File: src/rtl/chip8_fetch_sequencer.sv
// CHIP-8 instruction fetch and program-counter sequencer.
// Fetches two bytes per instruction (big-endian), issues the word to
// decode/execute, then applies the PC action execute reports.
// Owns the PC and the return stack.
module chip8_fetch_sequencer #(
    parameter logic [11:0] PC_RESET    = 12'h200,
    parameter int unsigned STACK_DEPTH = 16
) (
    input  logic        clk,
    input  logic        rst,
    input  logic        run,
    output logic [11:0] mem_addr,
    output logic        mem_rd,
    input  logic [7:0]  mem_rdata,
    input  logic        mem_rvalid,
    output logic [15:0] instr,
    output logic        instr_valid,
    input  logic        exec_done,
    input  logic [2:0]  pc_op,
    input  logic [11:0] pc_target,
    output logic [11:0] pc,
    output logic [4:0]  sp,
    output logic        halted,
    output logic [1:0]  fault
);

    localparam int unsigned SPW     = (STACK_DEPTH > 1) ? $clog2(STACK_DEPTH) : 1;
    localparam logic [4:0]  SP_FULL = 5'(STACK_DEPTH);

    typedef enum logic [2:0] {
        IDLE,
        FETCH_HI,
        FETCH_LO,
        ISSUE,
        EXEC,
        HALT
    } state_t;

    typedef enum logic [2:0] {
        OP_NEXT = 3'd0,
        OP_SKIP = 3'd1,
        OP_JUMP = 3'd2,
        OP_CALL = 3'd3,
        OP_RET  = 3'd4,
        OP_HOLD = 3'd5
    } pc_op_t;

    state_t      state;
    state_t      state_nx;
    logic [11:0] pc_nx;
    logic [4:0]  sp_nx;
    logic [1:0]  fault_nx;
    logic        push;
    logic [11:0] stack [STACK_DEPTH];

    // State register.
    always_ff @(posedge clk) begin
        if (!rst) begin
            state <= IDLE;
        end else begin
            state <= state_nx;
        end
    end

    // Next-state, memory/issue outputs and PC/stack update decisions.
    always_comb begin
        state_nx    = state;
        mem_addr    = '0;
        mem_rd      = 1'b0;
        instr_valid = 1'b0;
        halted      = 1'b0;
        pc_nx       = pc;
        sp_nx       = sp;
        fault_nx    = fault;
        push        = 1'b0;
        case (state)
            IDLE: begin
                if (run) begin
                    state_nx = FETCH_HI;
                end
            end
            FETCH_HI: begin
                mem_addr = pc;
                mem_rd   = 1'b1;
                if (mem_rvalid) begin
                    state_nx = FETCH_LO;
                end
            end
            FETCH_LO: begin
                mem_addr = pc + 12'd1;
                mem_rd   = 1'b1;
                if (mem_rvalid) begin
                    state_nx = ISSUE;
                end
            end
            ISSUE: begin
                instr_valid = 1'b1;
                state_nx    = EXEC;
            end
            EXEC: begin
                if (exec_done) begin
                    state_nx = run ? FETCH_HI : IDLE;
                    case (pc_op)
                        OP_SKIP: pc_nx = pc + 12'd4;
                        OP_JUMP: pc_nx = pc_target;
                        OP_CALL: begin
                            if (sp == SP_FULL) begin
                                fault_nx[0] = 1'b1;
                                state_nx    = HALT;
                            end else begin
                                push  = 1'b1;
                                sp_nx = sp + 5'd1;
                                pc_nx = pc_target;
                            end
                        end
                        OP_RET: begin
                            if (sp == 5'd0) begin
                                fault_nx[1] = 1'b1;
                                state_nx    = HALT;
                            end else begin
                                sp_nx = sp - 5'd1;
                                pc_nx = stack[SPW'(sp - 5'd1)];
                            end
                        end
                        OP_HOLD: pc_nx = pc;
                        default: pc_nx = pc + 12'd2;
                    endcase
                end
            end
            HALT: begin
                halted = 1'b1;
            end
            default: begin
                state_nx = IDLE;
            end
        endcase
    end

    // PC, stack pointer, fault flags and instruction byte capture.
    always_ff @(posedge clk) begin
        if (!rst) begin
            pc    <= PC_RESET;
            sp    <= '0;
            fault <= '0;
            instr <= '0;
        end else begin
            pc    <= pc_nx;
            sp    <= sp_nx;
            fault <= fault_nx;
            if (state == FETCH_HI && mem_rvalid) begin
                instr[15:8] <= mem_rdata;
            end
            if (state == FETCH_LO && mem_rvalid) begin
                instr[7:0] <= mem_rdata;
            end
        end
    end

    // Return-stack storage; contents are meaningless after reset.
    always_ff @(posedge clk) begin
        if (rst && push) begin
            stack[SPW'(sp)] <= pc + 12'd2;
        end
    end

endmodule

File: config.mk
export PLATFORM = sky130hd
export DESIGN_NAME = chip8_fetch_sequencer
export DESIGN_NICKNAME = d
export VERILOG_FILES = /design/src/rtl/chip8_fetch_sequencer.sv
export SDC_FILE = /design/constraint.sdc
export NUM_CORES = 1
export LEC_CHECK = 0
export ABC_CLOCK_PERIOD_IN_PS = 4200
export BUFFER_PORTS_ARGS = -buffer_cell sky130_fd_sc_hd__buf_2
export CAP_MARGIN = 20
export CORE_ASPECT_RATIO = 1.25
export CORE_MARGIN = 2
export CORE_UTILIZATION = 30
export CTS_BUF_LIST = sky130_fd_sc_hd__clkbuf_8 sky130_fd_sc_hd__clkbuf_16
export CTS_CLUSTER_DIAMETER = 100
export DETAILED_ROUTE_END_ITERATION = 16
export HOLD_SLACK_MARGIN = 0.05
export PLACE_DENSITY_LB_ADDON = 0.05
export RECOVER_POWER = 100
export REMOVE_ABC_BUFFERS = 1
export SLEW_MARGIN = 25
export SYNTH_ARGS = -nofsm -noshare
export SYNTH_HDL_FRONTEND = slang
export SYNTH_SLANG_ARGS = --single-unit
File: constraint.sdc
create_clock -name clk -period 4.2 [get_ports clk]
set_input_delay 0.84 -clock clk [delete_from_list [all_inputs] [get_ports clk]]
set_output_delay 0.84 -clock clk [all_outputs]
set_load 0.05 [all_outputs]
---- Yosys cells after proc, flatten, opt, wreduce, memory -nomap -nowiden ----
Memories as Yosys holds them, arrays and structs flattened.
Index checks and enable logic that the tools add are counted.
storage, ports and cells
  flip-flop bits (word level) ............. 38
  latch bits .............................. 0
  RAM bits ................................ 192
  ROM bits ................................ 0
  bits of input ports ..................... 28
  output and inout bits ................... 50
  logic and storage cells ................. 69
  memories kept ........................... 1
cells by class
  add/subtract/negate cells ............... 5
  $mul .................................... 0
  div/mod/pow operators ................... 0
  $lt $le $gt $ge ......................... 0
  equal/unequal tests ..................... 17
  shifts and indexed selects .............. 0
  mux-type cells .......................... 25
  bitwise gates (word level) .............. 2
  reductions and logical operators ........ 12
memories
  name   depth  bits a word  read ports  clocked after memory_dff  wr ports  RTL line  text
  stack  16     12           1           0                         1         54        logic [11:0] stack [STACK_DEPTH];
operators with widths
  operator                 number
  $pmux W12 S5             1
  $mux W12                 2
  $pmux W12 S2             1
  $mux W3                  6
  $pmux W3 S6              1
  $reduce_and A5 Y1        3
  $add A12 B1 Y12 const B  1
  $add A12 B2 Y12 const B  1
  $add A12 B3 Y12 const B  1
  $eq A3 B2 Y1 const B     4
  $eq A3 B3 Y1 const B     4
  $ne A2 B2 Y1 const B     6
  $mux W1                  10
  $mux W5                  2
  $pmux W5 S2              1
  $reduce_and A4 Y1        2
  $eq A3 B1 Y1 const B     2
  $pmux W3 S2              1
  $add A5 B1 Y5 const B    1
  $eq A5 B5 Y1 const B     1
  $logic_not A5 Y1         1
  $sub A5 B1 Y5 const B    1
  $logic_and A1 B1 Y1      3
  $logic_not A3 Y1         1
  3 further kinds          4

---- Longest topological paths before layout ----
  word-level depth ........................ 8
  depth in mapped cells ................... 12
  mapped depth without buffers ............ 8

---- Worst setup path before layout ----
Ideal clock, no wire load.
  path kind ............................... reg2out
  start ................................... reg pc[3]
  end ..................................... out mem_addr[9]
  data arrival time ....................... 2969 ps
  data required time ...................... 3360 ps
  path slack .............................. 391 ps
  stages on the path, launching flop included .. 8
  path buffers ............................ 2
  cell sequence ........................... dfxtp_1 > clkbuf_1 > and4_1 > clkbuf_1 > nand4_1 > xnor2_1 > a32oi_1 > nor2_1
on the way
  longest elaborated chain between the ends .. 2
ends and longest elaborated chain
  element                 RTL line  text
  start, declared         21        output logic [11:0] pc,
  start signal, assigned  147       pc <= pc_nx;
  $add A12 B1 Y12         90        mem_addr = pc + 12'd1;
  $pmux W12 S2            76        case (state)
  end, declared           12        output logic [11:0] mem_addr,
Every way passes these cells.

---- Final worst setup path ----
  start ................................... reg pc[3]
  end ..................................... out mem_addr[8]
The elaborated chain is that of the path after synthesis.

==> impl_metrics.env <==
export IMPL_worstPathRequired_ns=3.36
export IMPL_ant_nets=0
export IMPL_rsz0062_at_grt="no"
export IMPL_fin_crit_sh=0.907
export IMPL_drv_cap=0
export IMPL_drive_above_1_share=0.150
export IMPL_die_h_um=210
export IMPL_crit_cells=6
export IMPL_synth_top_area_frac=0.568
export IMPL_finalPower_mw=5.61
export IMPL_layout_commonest_cell="edfxtp_1"
export IMPL_io_pins=78
export IMPL_clock_latency_ns=0.55
export IMPL_synthAdderAreaFrac=0.00986
export IMPL_yosysUniqueCellTypes=57
export IMPL_dpl_cell_area_um2=11200
export IMPL_post_synth_main_area_contributors="edfxtp_1, mux4_2, dfxtp_1, nand2_1, mux2i_1"
export IMPL_synth_area_mux_share=0.108
export IMPL_dr_pass1_iters=5
export IMPL_initialDrtViolationCount=482
export IMPL_cp_end_kind="output pin"
export IMPL_critical_path_max_stage_delay_ns=0.59
export IMPL_hold_buffers=0
export IMPL_grt_max_degree=42
export IMPL_place_inst=1235
export IMPL_grt_usage=0.186
export IMPL_yosysSeqAreaShare=0.643
export IMPL_max_freq_mhz=263
export IMPL_grt_pass1_wl_mm=47.5
export IMPL_min_period_ns=3.81
export IMPL_synth_xor_area_frac=0.0269
export IMPL_cts_root_buffer="clkbuf_16"
export IMPL_cts_htree_levels=1
export IMPL_clock_path_buffers=3
export IMPL_cp_arrival_ns=2.97
export IMPL_leakagePower_nw=3.88
export IMPL_numPortBuffers=77
export IMPL_setup_viol=0
export IMPL_synthArstFlopShare=0
export IMPL_cts_tree="yes"
export IMPL_finalCoreUtilization=0.354
export IMPL_antenna_found_initial=0
export IMPL_cts_resized=0
export IMPL_postSynthCellCount=735
export IMPL_areaGrowthSynthToFinish_pct=16.6
export IMPL_hp_class="flip-flop to flip-flop"
export IMPL_worst_path_buf_inv=1
export IMPL_cp_max_fo=11
export IMPL_critical_path_top_delay_family="simple AND/OR/NAND/NOR gates"
export IMPL_yosys_area_share_simple=0.111
export IMPL_ys_warn_count=0
export IMPL_core_area_um2=33400
export IMPL_synth_top_family_by_area="simple AND/OR/NAND/NOR gates"
export IMPL_die_w_um=169
export IMPL_tightest_slew_ns=1.33
export IMPL_crit_type="flip-flop to output pin"
export IMPL_nets=875
export IMPL_clock_sinks=230
export IMPL_final_setup_skew_ns=0.0207
export IMPL_vias=6742
export IMPL_synth_edf_count=192
export IMPL_postCtsSetupRepairBufs=0
export IMPL_synthFlopType="edfxtp_1"
export IMPL_syn_area_um2=10100
export IMPL_r2r_start="sp[0]"
export IMPL_hpwl_mm=22.5
export IMPL_critPathLaunch="pc[3]"
export IMPL_dieArea_um2=35300
export IMPL_globalRouteOverflowTotal=0
export IMPL_drc=0
export IMPL_status="finished clean"
export IMPL_powerDensity_nw_per_um2=474
export IMPL_wire_per_inst_um=25.4
export IMPL_diodes=0
export IMPL_numCtsBuffers=25
export IMPL_drt_total_wl_mm=32.5
export IMPL_synth_avg_cell_area_um2=13.8
export IMPL_relSlewSlack=0.111
export IMPL_grt_pass1_vias=6983
export IMPL_final_cell_mix="edfxtp_1, nand2_1, clkbuf_1"
export IMPL_cp_endpoint="mem_addr[8]"
export IMPL_crit_chain="ha_1 -> and3_1 -> nand3_1 -> or3_1 -> a21oi_1 -> clkbuf_2"
export IMPL_rrSetupSlack_ns=0.73
export IMPL_instances_no_fill=1281
export IMPL_irDropWorstVdd_uv=203
export IMPL_finalInstanceArea_um2=11800
export IMPL_via_per_inst=5.26
export IMPL_ys_ff_latch=230
export IMPL_setup_tns_ns=0
export IMPL_drv_slew=0
export IMPL_synth_top_area_cell="edfxtp_1"
export IMPL_reg2reg_to="pc[9]"
export IMPL_cp_slowest_cell="dfxtp_1"
export IMPL_synth_compound_area_share=0.0739
export IMPL_clk_pin_slew_ns=0.07
export IMPL_reg2reg_depth=6
export IMPL_fp_row_count=75
export IMPL_start_util=0.304
export IMPL_startpoint_type="flip-flop"
export IMPL_finalHoldViolCount=0
export IMPL_gp_congestion=0.811
## logic make-up after synthesis
kind of cell,Yosys count
mux,65
simple gates,232
fa+ha+maj,8
buf+inv,59
flops,230
xor+xnor,29
compound gates,112
## synthesized netlist by cell type, types with 8 or more instances
cell type  number
edfxtp_1      192
nand2_1        86
dfxtp_1        38
nor2_1         38
mux4_2         36
clkbuf_1       32
mux2i_1        29
nand3_1        29
a21oi_1        28
nor2b_1        22
o21ai_0        22
xnor2_1        20
nor3_1         11
inv_1          10
a32oi_1         9
buf_2           9
ha_1            8
nand4_1         8
o211ai_1        8
xor2_1          8
## worst register-to-register path, cell delays in order, from the launching register on
cell and delay (ns):
dfxtp_1 0.32, clkbuf_2 0.72, clkbuf_2 0.77, mux4_2 0.62, mux4_2 0.49, a221oi_1 0.30, o211ai_1 0.11
## worst min path at each step
| stage | from | endpoint | cells past startpoint |
|---|---|---|---|
| finish | fault[0] | fault[0] | 1 |
| global route | fault[0] | fault[0] | 1 |
| CTS | fault[0] | fault[0] | 1 |
| detailed placement | fault[0] | fault[0] | 1 |
| global placement | fault[0] | fault[0] | 1 |
| floorplan | stack[8][6] | pc[6] | 4 |
## area by class of cell
cell class              count  area, um2
flip-flops and latches    230       6530
inverters                  10       37.5
repair buffers            126        566
clock buffers              25        626
clock inverters            21        199
fillers                  3301      21600
well taps                 423        529
multi-input cells         446       3350
## per-layer routing
| layer | GRT usage | part of all wire | vias to the layer above |
|---|---|---|---|
| li1 | - | - | 3017 |
| met1 | 0.245 | 0.43 | 3432 |
| met2 | 0.311 | 0.47 | 235 |
| met3 | 0.0281 | 0.053 | 58 |
| met4 | 0.0684 | 0.041 | 0 |
| met5 | 0 | 0 | - |
## state kept, by name, summed over array words and instances, names as in the netlist
register	count
fault	2
instr	16
pc	12
sp	5
stack	192
state	3
## through the flow
stage | worst slack (ns) | hold slack, ns
after global placement | 1.04 | 0.459
after CTS | 0.401 | 0.479
final | 0.392 | 0.479
after floorplan | -0.619 | 0.673
after detailed placement | 1.01 | 0.464
after global routing | 0.220 | 0.507
## power by group
| part | leakage [nW] | internal [mW] | switching (mW) |
|---|---|---|---|
| combinational | 1.44 | 0.207 | 0.557 |
| clock | 0.394 | 1.28 | 0.941 |
| sequential | 2.04 | 2.55 | 0.0821 |
Power figures use the tool's default switching activity.
